--- config.mk ---
export PLATFORM = sky130hd
export DESIGN_NAME = mux8_scan_controller
export DESIGN_NICKNAME = d
export VERILOG_FILES = /design/src/rtl/mux8_scan_controller.sv
export SDC_FILE = /design/constraint.sdc
export NUM_CORES = 1
export LEC_CHECK = 0
export CORE_MARGIN = 4
export CORE_UTILIZATION = 50
export DETAILED_ROUTE_END_ITERATION = 8
export GPL_TIMING_DRIVEN = 0
export PLACE_DENSITY = 0.74
export SYNTH_ARGS = -nofsm -noshare
export SYNTH_HDL_FRONTEND = slang
export SYNTH_SLANG_ARGS = --single-unit
--- constraint.sdc ---
create_clock -name clk -period 2.2 [get_ports clk]
set_clock_uncertainty 0.1 [all_clocks]
set_input_delay 0.22 -clock clk [delete_from_list [all_inputs] [get_ports clk]]
set_output_delay 0.22 -clock clk [all_outputs]
set_load 0.05 [all_outputs]
--- src/rtl/mux8_scan_controller.sv ---
// -----------------------------------------------------------------------------
// mux8_scan_controller
//
// Walks the select lines of a downstream 8:1 multiplexer through channels 0..7.
// Each enabled channel is given SETTLE cycles of settling time before the mux
// output y is sampled. Each sample lands in one bit of an 8-bit result word.
// Masked channels take one cycle and read as 0. The controller uses a one-shot
// start / busy / done handshake.
//
// Optional feature macro: MUX8_SCAN_PARITY_EN
//   When defined, adds the registered 'parity' output. It is the XOR of the
//   eight result bits and updates together with data_out.
//
// Parameters
//   SETTLE    settle cycles per enabled channel, legal range 1..15
//
// Ports
//   clk       system clock, rising edge
//   rst_n     asynchronous active-low reset
//   start     scan request, only honoured in IDLE
//   mask[7:0] channel enables, captured when a scan is accepted
//   y         mux output, combinational from s2/s1/s0
//   s0,s1,s2  registered select lines, {s2,s1,s0} = current channel
//   busy      high in every state except IDLE
//   done      one-cycle pulse while data_out holds a fresh result
//   data_out  result word, bit i = sampled y of channel i (0 if masked)
//   parity    even-parity bit of data_out (MUX8_SCAN_PARITY_EN only)
// -----------------------------------------------------------------------------
module mux8_scan_controller #(
  parameter int unsigned SETTLE = 2
) (
  input  logic       clk,
  input  logic       rst_n,
  input  logic       start,
  input  logic [7:0] mask,
  input  logic       y,
  output logic       s0,
  output logic       s1,
  output logic       s2,
  output logic       busy,
  output logic       done,
  output logic [7:0] data_out
`ifdef MUX8_SCAN_PARITY_EN
  ,
  output logic       parity
`endif
);

  typedef enum logic [2:0] {
    S_IDLE,
    S_CHECK,
    S_SETTLE,
    S_SAMPLE,
    S_DONE
  } state_t;

  // The counter runs 0..SETTLE-1, so the last settle cycle is the one where
  // the counter equals SETTLE-1.
  localparam logic [3:0] SETTLE_LAST = 4'(SETTLE - 1);

  state_t     state;
  state_t     next_state;
  logic [2:0] ch;
  logic [3:0] cnt;
  logic [7:0] mask_q;
  logic [7:0] work;
  logic [7:0] work_next;
  logic       adv;
  logic       last_ch;
  logic       settle_last;

  // Advance happens on a masked CHECK or at the end of SAMPLE. The word that
  // includes the current channel's bit is formed here. On channel 7 it goes
  // straight into data_out, so the result is already valid during DONE.
  always_comb begin
    // NOTE: every signal driven here gets a default first, so no path can
    // leave it unassigned and infer a latch.
    adv         = ((state == S_CHECK) && !mask_q[ch]) || (state == S_SAMPLE);
    last_ch     = (ch == 3'd7);
    settle_last = (cnt == SETTLE_LAST);
    work_next     = work;
    work_next[ch] = (state == S_SAMPLE) ? y : 1'b0;
  end

  // State register
  always_ff @(posedge clk or negedge rst_n) begin
    // NOTE: sequential state uses non-blocking assignments only, so every
    // flop samples the values from before the edge.
    if (!rst_n) state <= S_IDLE;
    else        state <= next_state;
  end

  // Next-state logic
  always_comb begin
    next_state = state;
    case (state)
      S_IDLE:   if (start) next_state = S_CHECK;
      S_CHECK: begin
        if (mask_q[ch])   next_state = S_SETTLE;
        else if (last_ch) next_state = S_DONE;
        else              next_state = S_CHECK;
      end
      S_SETTLE: if (settle_last) next_state = S_SAMPLE;
      S_SAMPLE: next_state = last_ch ? S_DONE : S_CHECK;
      S_DONE:   next_state = S_IDLE;
      default:  next_state = S_IDLE;
    endcase
  end

  // Outputs decoded from registered state. The selects come straight from
  // the channel register, so they never glitch.
  always_comb begin
    busy         = (state != S_IDLE);
    done         = (state == S_DONE);
    {s2, s1, s0} = ch;
  end

  // Datapath: channel, settle counter, captured mask, work and result words
  always_ff @(posedge clk or negedge rst_n) begin
    if (!rst_n) begin
      ch       <= 3'd0;
      cnt      <= 4'd0;
      mask_q   <= 8'h00;
      work     <= 8'h00;
      data_out <= 8'h00;
`ifdef MUX8_SCAN_PARITY_EN
      parity   <= 1'b0;
`endif
    end else begin
      case (state)
        S_IDLE: begin
          if (start) begin
            mask_q <= mask;
            work   <= 8'h00;
            ch     <= 3'd0;
          end
        end
        S_CHECK:  if (mask_q[ch]) cnt <= 4'd0;
        S_SETTLE: cnt <= cnt + 4'd1;
        S_DONE:   ch  <= 3'd0;
        default:  ;
      endcase

      if (adv) begin
        work <= work_next;
        if (last_ch) begin
          // Channel stays at 7 through DONE. It returns to 0 on the DONE edge.
          data_out <= work_next;
`ifdef MUX8_SCAN_PARITY_EN
          parity   <= ^work_next;
`endif
        end else begin
          ch <= ch + 3'd1;
        end
      end
    end
  end

endmodule
* Word-level counts from Yosys, hierarchy flattened
Index checks and enable logic that the tools add are counted.
** Storage, ports and cells
- Memories :: 0
- Memory bits (writable) :: 0
- Register bits after elaboration :: 34
- Bits in latches :: 0
- Memory bits (read-only) :: 0
- Bits of input ports :: 12
- Logic and storage cells :: 53
** Cells by class
- $lt $le $gt $ge :: 2
- Shift operators :: 0
- Eq/ne operators :: 9
- Multiply operators :: 0
- Reduce and logical (&&, ||, !) cells :: 14
- Multiplexer cells :: 20
- Divide/modulo/power cells :: 0
- Bitwise operators :: 0
- Add/sub/neg operators :: 2
** Operators by type and width (count)
- 2-to-1 mux 8 bit :: 3
- 2-to-1 mux 3 bit :: 7
- one-hot mux 3 bit (4 select lines) :: 1
- AND reduction 2 bit :: 5
- bitwise mux 8 bit :: 1
- one-hot mux 4 bit (2 select lines) :: 1
- == test 3 x 2 -> 1 bit, second input constant :: 2
- == test 3 bit, second input constant :: 2
- one-hot mux 3 bit (2 select lines) :: 1
- nonzero test 2 bit :: 3
- adder 4 x 1 -> 4 bit, second input constant :: 1
- == test 4 x 1 -> 1 bit, second input constant :: 1
- < comparator 3 x 4 -> 1 bit, second input constant :: 1
- 2-to-1 mux 4 bit :: 1
- != test 2 bit, second input constant :: 2
- adder 3 x 1 -> 3 bit, second input constant :: 1
- binary-select mux 1 bit (select 3 bit) :: 1
- demux 1 bit (select 3 bit) :: 1
- == test 3 x 1 -> 1 bit, second input constant :: 1
- >= comparator 3 x 1 -> 1 bit, second input constant :: 1
- zero test 3 bit :: 1
- 2-to-1 mux 1 bit :: 3
- nonzero test 3 bit :: 1
- logical AND 1 bit :: 2
- 3 further kinds :: 3

* Logic depth before layout (Yosys ltp)
- Depth in word-level cells :: 7
- Gate-level depth with buffers :: 6

* Least setup slack after synthesis
OpenSTA, ideal clock, no wires.
- Kind :: register to register
- Start point :: register ch[0]
- End point :: register data_out[0]
- Cell stages (with the launch flop) :: 6
- Setup time :: 0.079 ns
- Data required time :: 2.021 ns
- Path buffers :: 1
- Data arrival time :: 2.023 ns
- Path slack :: -0.002 ns
- Cell sequence :: dfrtp_1 -> mux4_1 -> mux2i_4 -> o211a_1 -> buf_6 -> mux2i_1
** Between the ends
- Cells in the longest elaborated chain, start to end :: 6
** RTL lines
- from (decl) :: RTL line 63 : logic [2:0] ch;
- from (signal assigned) :: RTL line 153 : ch <= ch + 3'd1;
- branches (longest 6 deep; another with < comparator 3 x 4 -> 1 bit)
- to (signal assigned) :: RTL line 148 : data_out <= work_next;
- to (decl) :: RTL line 42 : output logic [7:0] data_out
Parallel ways; which one is timed is not known. The select of a mux whose other input is x is not followed.
A chain may end at the register's enable or synchronous reset.

* Worst setup path in the final report
- Start point :: register state[1]
- End point :: output done
** Between the ends
- Cells in the longest elaborated chain, start to end :: 1
** RTL lines
- from (decl) :: RTL line 61 : state_t state;
- from (signal assigned) :: RTL line 90 : else state <= next_state;
- == test 3 bit :: RTL line 114 : done = (state == S_DONE);
- to (decl) :: RTL line 41 : output logic done,
Every way passes these cells.

==> results.md <==
* Outcome: complete, no violations
* Setup repair after global routing missed its margin: false
* Number of synthesis warnings at 0
* Source of the worst register-to-register timing path: state[1]$_DFFE_PN0P_
* Standard-cell row count at 21
* Leading register cell type out of synthesis: dfrtp_1
* Cell type with the largest total area after synthesis: dfrtp_1
* Largest incremental delay on the critical path at 520 ps
* Commonest cells post-synth: dfrtp_1 (34), mux2i_1 (28), nand2_1 (19)
* Clock period minus final worst setup slack at 2020 ps
* Post-layout nets at 199
* Power per cell area at 1220 nW/um^2
* GRT Max-Usage Layer: met2
* Number of vias per cell at 5.17
* Mapped Avg Cell Area at 11.4 sq um
* Ratio of final minimum period to clock period at 91.8%
* Antenna violations before repair at 0
* Clock tree from TritonCTS: done
* DRC violation count after routing at 0
* Number of buffers added on ports at 24
* Cell with the biggest individual delay on the critical path: dlygate4sd2_1
* First-pass DRT Iterations at 4
* Die area at 4450 sq um
* Core region area at 3340 sq um
* Post-detailed-route wirelength per cell at 14.1 microns
* RD Place Congestion at 0.823
* Biggest area contributors in the synthesized netlist: dfrtp_1 (49%), mux2i_1 (16%), mux2_2 (5.2%), nand2_1 (4.1%), ha_1 (2.9%)
* Total length of routed wires at 3230 microns
* Skew-Pair Late Insertion Delay at 340 ps
* Floorplan die height at 66.7 microns
* Crit start category: flip-flop
* Class of the tightest hold or removal check: input pin to asynchronous set/reset pin
* Int Power at 1.48 mW
* Residual overflow from global routing at 0
* Vias at 1,185
* Portion of total power attributed to combinational logic at 50.4%
* Kind of cell with the highest combined delay on the critical path: buffers and inverters
* Wire length of the first global-routing pass at 5580 microns
* Fraction of power spent switching nets at 41.8%
* Required time of the worst setup path at 1880 ps
* Reg2reg setup slack at 200 ps
* Relative area change from synthesis to final layout at 20.2%
* Number of buffers created by CTS at 5
* Antenna diodes at 0
* Synth Cell Area at 1720 sq um
* Capture point of the worst reg-to-reg path: mask_q[7]$_DFFE_PN0P_
* CP Capture Type: output port
* Share of post-route cells with drive strength above 1 at 13.1%
* Buffer cell driving the clock tree root: clkbuf_4
* Net Sw Power at 1.06 mW
* GR Util All Layers at 16.9%
* Async set or reset register ratio after synthesis at 100%
* Starting Density at 51.7%
* Total power at 2.53 mW
* Final count of hold timing violations at 0
* Clock network fraction of design power at 12.5%
* Global routing met2 resource utilization at 26.9%
* Clock slew at reported path FFs at 100 ps
* Static leakage at 0.955 nW
* Most repeated cell in the gate-level netlist after synthesis: dfrtp_1
* Fraction of the yosys area taken by sequential cells at 49.3%
* Number of enable-type register cells in the synthesized netlist at 0
* Clock buffer depth at 2
* VDD IR-drop max at 0.578 mV
* Peak clock frequency supported by timing at 0.495 GHz
* Final count of pins violating max slew at 0
* Worst-path cell chain: buf_2 > nor2_1 > and2_1 > dlygate4sd2_1
* Total Neg Setup Slack at 0 ps
* Post-CTS Setup Repair Bufs at 0
* Largest fanout on the critical path at 10
* Global-route met3 utilization at 5.90%
* Share of the synthesized area in the top cell type at 49.3%
* GR Layer Usage met1 at 20.5%
* Net count of the mapped netlist at 167
* Number of failing setup endpoints in the final timing report at 0
* Worst r2r path cells at 5
* Count of distinct cell types in the synthesized netlist at 35
* Transition time of the tightest slew-check pin at 745 ps
* Die Wd at 66.7 microns
* WP buf/inv at 2
* Register share of total power at 37.1%
* Detailed placer's ending HPWL at 2320 microns
* Filler cell count at 289
* Total instance count after detailed placement at 221
* Number of maximum-capacitance constraint violations at 0
* CTS Sinks at 34
* Critical path class: flip-flop to output port
* Filler-free cell count of the finished design at 229
* Antenna Nets Post-Route at 0
* Number of standard cells after synthesis at 151
* I/O pin count at 25
* Worst max-slew margin expressed relative to the limit at 50.3%
* Register bit count reported by yosys at 34
* CTS HTree Levels at 2
* Starting DRT DRC Count at 114
* Crit path arrival time at 1700 ps
* Number of global-route vias before repair at 1,226
* Maximum number of pins on one net before global-route repair at 35
flip-flops by register name, summed over array words and instances, names as in the netlist:
name / cells
data_out: 8
mask_q: 8
cnt: 4
state: 3
ch: 3
work: 8
layout make-up:
class | instances | area (sq um) | area share [%]
clock inverters | 2 | 10.0 | 0.483
repair buffers | 25 | 243 | 11.7
well taps | 46 | 57.6 | 2.78
multi-input cells | 98 | 791 | 38.1
clock buffers | 5 | 37.5 | 1.81
inverters | 12 | 45.0 | 2.17
plain buffers | 7 | 37.5 | 1.81
flip-flops and latches | 34 | 852 | 41.1
worst reg2reg max path: stages (launching register included):
cell	delay, ps
dfrtp_1	330
buf_2	210
nor2_1	90
nand3b_1	320
clkbuf_1	450
mux2_2	390
worst max-delay path by stage:
stage,cells past startpoint,slack (ps),start,end
2_1_floorplan,6,110,ch[2]$_DFF_PN0_,data_out[0]$_DFFE_PN0P_
3_3_place_gp,1,50,rst_n,ch[0]$_DFF_PN0_
3_5_place_dp,4,160,start,mask_q[6]$_DFFE_PN0P_
4_1_cts,4,160,state[1]$_DFFE_PN0P_,done
5_1_grt,5,60,state[1]$_DFFE_PN0P_,mask_q[6]$_DFFE_PN0P_
6_report,4,180,state[1]$_DFFE_PN0P_,done
cell usage in the layout (no fill, tap or decap), types with 3 or more instances in the layout:
master and count:
dfrtp_1 33, mux2i_1 28, clkdlybuf4s50_1 21, nand2_1 19
inv_1 11, mux2_2 8, nor2_1 6, clkbuf_4 5
buf_2 4, ha_1 4, o22ai_1 3, nand3b_1 3
power groups by stage:
stage / Sequential [mW] / Clock [mW] / Combinational (mW)
floorplan: 1.04 / 0 / 0.883
global placement: 0.940 / 0 / 1.24
detailed placement: 0.953 / 0 / 1.29
CTS: 0.940 / 0.333 / 1.29
global route: 0.966 / 0.367 / 1.40
finish: 0.940 / 0.317 / 1.28
layer usage:
metal	part of all wire, %	vias up
met5	0	-
met4	2.3	0
met3	4.7	7
met2	47	32
met1	46	566
li1	-	580
what timing repair did:
action,in CTS,in global routing
resized for setup,2,0
setup endpoints to repair,2,0
hold endpoints to repair,34,0
hold buffers,1,0
logic make-up after synthesis:
logic type	share of synthesized area [%]
adder cells (fa/ha/maj)	2.90
AND/OR/NAND/NOR	11.6
multiplexers	25.6
XOR/XNOR	1.52
flip-flops	49.3
AO/OA/AOI/OAI	4.21
buffers and inverters	4.79
metrics by stage:
step | instance area [sq um] | setup slack (ps) | hold WS [ps] | utilization (%)
2_1_floorplan | 1730 | 111 | -176 | -
6_report | 2070 | 181 | 385 | 62.1
4_1_cts | 2070 | 162 | 379 | 62.1
3_5_place_dp | 2020 | 159 | 230 | 60.5
3_3_place_gp | 2020 | 51.0 | 380 | 60.6
5_1_grt | 2070 | 59.2 | 382 | 62.1
(Power assumes the default switching activity.)
==> RTL edit 1: new RTL, same settings <==
Build with the macro `MUX8_SCAN_PARITY_EN` defined.
--- a/src/rtl/mux8_scan_controller.sv
+++ b/src/rtl/mux8_scan_controller.sv
@@ -26,6 +26,8 @@
 //   data_out  result word, bit i = sampled y of channel i (0 if masked)
 //   parity    even-parity bit of data_out (MUX8_SCAN_PARITY_EN only)
 // -----------------------------------------------------------------------------
+`define MUX8_SCAN_PARITY_EN
+
 module mux8_scan_controller #(
   parameter int unsigned SETTLE = 2
 ) (
Formal check against the unedited RTL (old outputs only; new: parity): equivalent (equiv_simple and equiv_induct, registers matched by name and starting in step).
==> RTL edit 1 against the original RTL <==
- the flow now finishes with violations (setup timing)
- synthesized area up 18%
- maximum frequency decreased by 9.7%
- global-route usage increased by 0.99 points
- critical path depth up 2
- sequential cell count is 1 higher
- setup slack got worse by 220 ps
- cell area grew 25%
- wire length increased by 35%
- sequential power rose by 18%
- first-iteration DRC count increased by 7.9%
- hold slack lost 19 ps
- power rose by 53%
- count of clock-buffer cells in the layout up 2
- largest power group unchanged
==> RTL edit 1: results (changes against the original RTL) <==
Worst Path Max Fanout 7 (was 10); PortBufs 25 (was 24); total track usage 17.9% (was 16.9%); cell total after placement 289 (was 221); Detailed Route WL 4350 um (was 3230 um); peak supply drop 0.838 mV (was 0.578 mV); top cells by count, synth 35 x dfrtp_1, 30 x nand2_1, 22 x o21ai_0 (was 34 x dfrtp_1, 28 x mux2i_1, 19 x nand2_1); Synth top area share 43.0% (was 49.3%); Tightest Pin Transition 785 ps (was 745 ps); min Tclk post-route 2240 ps (was 2020 ps); setup ws final -37.1 ps (was 181 ps); diode count 0 (unchanged); pin count of the biggest net entering global routing 36 (was 35); Arrival @ worst endpoint 2310 ps (was 1700 ps); setup tns final -105 ps (was 0 ps); vias in the first global route 1592 (was 1226); worst skew pair latency 290 ps (was 340 ps); min-delay worst type reg -> reg (was in -> async); drt pass-1 iters 5 (was 4); HPWL after DPL 2910 um (was 2320 um); Net Count, Synth 232 (was 167); DR vias/cell 5.59 (was 5.17); share of cells above drive strength 1 21.5% (was 13.1%); first-pass GRT wire length 7320 um (was 5580 um); Async SR Flop Fraction 100% (unchanged); Placer Congestion 0.827 (was 0.823); Mean Syn Cell Area 9.43 um2 (was 11.4 um2); Pleak 1.17 nW (was 0.955 nW); final net count 275 (was 199); via count 1721 (was 1185); top cells by area, synth dfrtp_1 43%, mux2_2 7.2%, nand2_1 5.5%, o21ai_0 5.4%, a21oi_1 2.5% (was dfrtp_1 49%, mux2i_1 16%, mux2_2 5.2%, nand2_1 4.1%, ha_1 2.9%); Seq/Total Area, Yosys 43.0% (was 49.3%); failing checks setup timing; number of CTS-inserted buffers 5 (unchanged); root cell of the clock tree clkbuf_8 (was clkbuf_4); initial DRC count 123 (was 114); H-Tree Depth 2 (unchanged); Fill cells 291 (was 289); number of antenna violations at the first check in global routing 0 (unchanged); setup violators final 5 (was 0); Clk pin slew, worst setup/hold paths 70 ps (was 100 ps); status finished, violations left (was completed); worst reg2reg setup slack -40 ps (was 200 ps); global route overflow 0 (unchanged); worst slack, placed -183 ps (was 159 ps); largest registers data_out: 8 flops, mask_q: 8 flops, work: 8 flops (unchanged); Synth cell types 42 (was 35); Final Max Tran Viols 0 (unchanged); number of synthesis warnings 0 (unchanged)
## RTL edit 1: report_power, final
part	internal [mW]	switching, mW
sequential	0.893	0.217
combinational	1.08	1.22
clock	0.222	0.229
## RTL edit 1: cells by family after synthesis
group                    count (synthesis)  synth area share (%)
adder cells (fa/ha/maj)                  4                  2.46
buffers and inverters                   23                  4.98
flip-flops                              35                  43.0
AND/OR/NAND/NOR                         82                  21.2
multiplexers                            14                  8.29
XOR/XNOR                                 7                  3.69
AO/OA/AOI/OAI                           51                  16.4
## RTL edit 1: layer usage
metal  vias to the layer above  share of wire, %  GRT usage, %
met5                         -                 0             0
met4                         0              0.78          4.38
met3                         4               5.3          4.91
met2                        41                47          28.6
met1                       814                47          24.2
li1                        862                 -             -
## RTL edit 1: worst paths after layout
kind                                     to  cells past startpoint   startpoint
worst max-delay path                work[3]                      6        ch[1]
worst max register to register      work[3]                      6        ch[1]
min in group asynchronous       data_out[1]                      2        rst_n
worst min-delay path            data_out[5]                      2  data_out[5]
max in group asynchronous             ch[0]                      2        rst_n
worst min register to register  data_out[5]                      2  data_out[5]
## RTL edit 1: repair_timing
item                                    in CTS  in global routing
endpoints found under the setup margin      19                 28
resized for setup                            8                 12
pin swaps                                    3                  4
buffers inserted                             8                  5
endpoints found under the hold margin       35                  0
hold buffers                                 1                  0
## RTL edit 1: area by class of cell
cell class | count | area share (%)
Clock inverter | 1 | 0.193
Buffer | 12 | 2.94
Multi-Input combinational cell | 158 | 43.0
Tap cell | 48 | 2.31
Sequential cell | 35 | 33.9
Clock buffer | 7 | 2.94
Inverter | 9 | 1.30
Timing Repair Buffer | 38 | 13.5
## RTL edit 1: stage by stage
step | hold slack, ps | power, mW | area [um2]
after floorplan | -176 | 2.67 | 2080
after global placement | 348 | 3.15 | 2390
after detailed placement | 256 | 3.17 | 2380
after CTS | 372 | 3.75 | 2520
after global routing | 391 | 4.15 | 2600
final | 365 | 3.87 | 2600
## RTL edit 1: critical path: stages (launching register included)
cell and delay (ps):
dfrtp_2 480, mux2_4 310, mux4_2 520, a21oi_4 170, buf_6 140, nor2_4 70
a221o_1 340
==> RTL edit 2: new RTL, config.mk and constraints unchanged <==
Without the edit above. The 5 states of `state_t` get a one-hot encoding in 5 bits.
--- a/src/rtl/mux8_scan_controller.sv
+++ b/src/rtl/mux8_scan_controller.sv
@@ -46,12 +46,12 @@
 `endif
 );
 
-  typedef enum logic [2:0] {
-    S_IDLE,
-    S_CHECK,
-    S_SETTLE,
-    S_SAMPLE,
-    S_DONE
+  typedef enum logic [4:0] {
+    S_IDLE   = 5'b00001,
+    S_CHECK  = 5'b00010,
+    S_SETTLE = 5'b00100,
+    S_SAMPLE = 5'b01000,
+    S_DONE   = 5'b10000
   } state_t;
 
   // The counter runs 0..SETTLE-1, so the last settle cycle is the one where
Check against the original RTL: no difference found for any inputs over 10 cycles, from zero or initial values and one cycle with rst_n low; not proved beyond that.
==> RTL edit 2 against the original RTL <==
- sequential cell count grew 2
- synthesized area grew 4.4%
- count of clock-buffer cells in the layout grew 1
- setup slack lost 66 ps
- sequential power shrank 4.6%
- sequential share of layout area grew 0.27 points
- cell area grew 5.2%
- power shrank 18%
- wire length grew 8.7%
- highest routed layer unchanged
==> RTL edit 2: results (changes against the original RTL) <==
status completed (unchanged); share of cells above drive strength 1 14.8% (was 13.1%); Seq/Total Area, Yosys 50.1% (was 49.3%); pin count of the biggest net entering global routing 37 (was 35); worst reg2reg setup slack 200 ps (about the same); Synth cell types 35 (unchanged); HPWL after DPL 2480 um (was 2320 um); r2r startpoint state[0] (was state[1]); initial DRC count 33 (was 114); total track usage 17.8% (was 16.9%); final net count 211 (was 199); Worst Path Max Fanout 6 (was 10); Tightest Pin Transition 793 ps (was 745 ps); largest registers data_out: 8 flops, mask_q: 8 flops, work: 8 flops (unchanged); DR vias/cell 5.17 (about the same); clock power share 22.4% (was 12.5%); top_reg_cell synth dfrtp_1 (unchanged); min-delay worst type in -> async (unchanged); Max Freq 0.479 GHz (was 0.495 GHz); reg2reg end mask_q[7] (unchanged); worst setup path startpoint state[2] (was state[1]); drt wl/cell 14.5 um (was 14.1 um); maximum buffer depth of the clock tree 2 (unchanged); worst slack, placed 223 ps (was 159 ps); top cells by area, synth dfrtp_1 49%, mux2i_1 17%, mux2_2 5.0%, nand2_1 3.1%, ha_1 2.8% (was dfrtp_1 49%, mux2i_1 16%, mux2_2 5.2%, nand2_1 4.1%, ha_1 2.9%); Clk pin slew, worst setup/hold paths 120 ps (was 100 ps); peak supply drop 0.646 mV (was 0.578 mV); number of synthesis warnings 0 (unchanged); FF-to-FF path depth 6 (was 5); vias in the first global route 1331 (was 1226); top cells by count, synth 35 x dfrtp_1, 31 x mux2i_1, 15 x nand2_1 (was 34 x dfrtp_1, 28 x mux2i_1, 19 x nand2_1); root cell of the clock tree clkbuf_4 (unchanged); Pleak 1.09 nW (was 0.955 nW); Arrival @ worst endpoint 1770 ps (was 1700 ps); worst skew pair latency approximately 350 ps; part of the power in registers 43.4% (was 37.1%); first-pass GRT wire length 5990 um (was 5580 um); Net Count, Synth 179 (was 167); CP max stage delay ~530 ps; Setup Buffers After CTS 0 (unchanged); H-Tree Depth 2 (unchanged); Top Family by Delay on Critical Path buffers and inverters (unchanged); Switching Fraction 34.8% (was 41.8%); diode count 0 (unchanged); Fill cells 288 (was 289); Placer Congestion 0.834 (was 0.823); drt pass-1 iters 7 (was 4)
==> RTL edit 2: cells by family (layout without fill, tap and decap cells) <==
group,after synthesis,count (layout),synth area share [%]
buffers and inverters,18,51,4.52
DFF,36,36,50.1
muxes,39,39,22.2
and+or+nand+nor,51,51,14.5
AOI/OAI and AO/OA,13,13,4.86
xor gates and xnor gates,2,2,0.973
adders and majority gates,4,4,2.78
==> RTL edit 2: layer usage <==
layer  global-route usage [%]  vias up  share of wire (%)
li1                         -      615                  -
met1                     22.3      603                 46
met2                     28.9       27                 48
met3                     5.58        6                4.1
met4                     6.70        0                1.6
met5                        0        -                  0
==> RTL edit 2: layout make-up <==
cell class / count / area share (%)
clock buffers: 6 / 1.89
well taps: 46 / 2.64
flip-flops and latches: 36 / 41.4
clock inverters: 2 / 1.61
plain buffers: 5 / 1.49
repair buffers: 25 / 11.3
inverters: 13 / 2.24
multi-input cells: 109 / 37.5
==> RTL edit 2: how the worst min path moves through the flow <==
stage,cells past startpoint,slack [ps],end,start
6_report,2,380,data_out[3],rst_n
2_1_floorplan,0,-180,ch[0],rst_n
5_1_grt,2,350,mask_q[7],mask[7]
3_3_place_gp,1,390,mask_q[7],mask_q[7]
3_5_place_dp,1,250,data_out[3],rst_n
4_1_cts,2,370,mask_q[7],mask[7]
==> RTL edit 2: timing repair <==
action | 4_1_cts | 5_1_grt
gates resized for setup | 1 | 1
hold endpoints to repair | 35 | 0
hold buffers | 1 | 0
setup endpoints to repair | 1 | 1
==> RTL edit 2: per-stage QoR <==
step / power [mW] / std cells / hold slack, ps / area, um2
floorplan: 1.42 / 163 / -176 / 1800
global placement: 1.59 / 233 / 389 / 2100
detailed placement: 1.62 / 233 / 254 / 2090
CTS: 2.09 / 242 / 370 / 2180
global route: 2.21 / 242 / 351 / 2180
finish: 2.07 / 242 / 375 / 2180
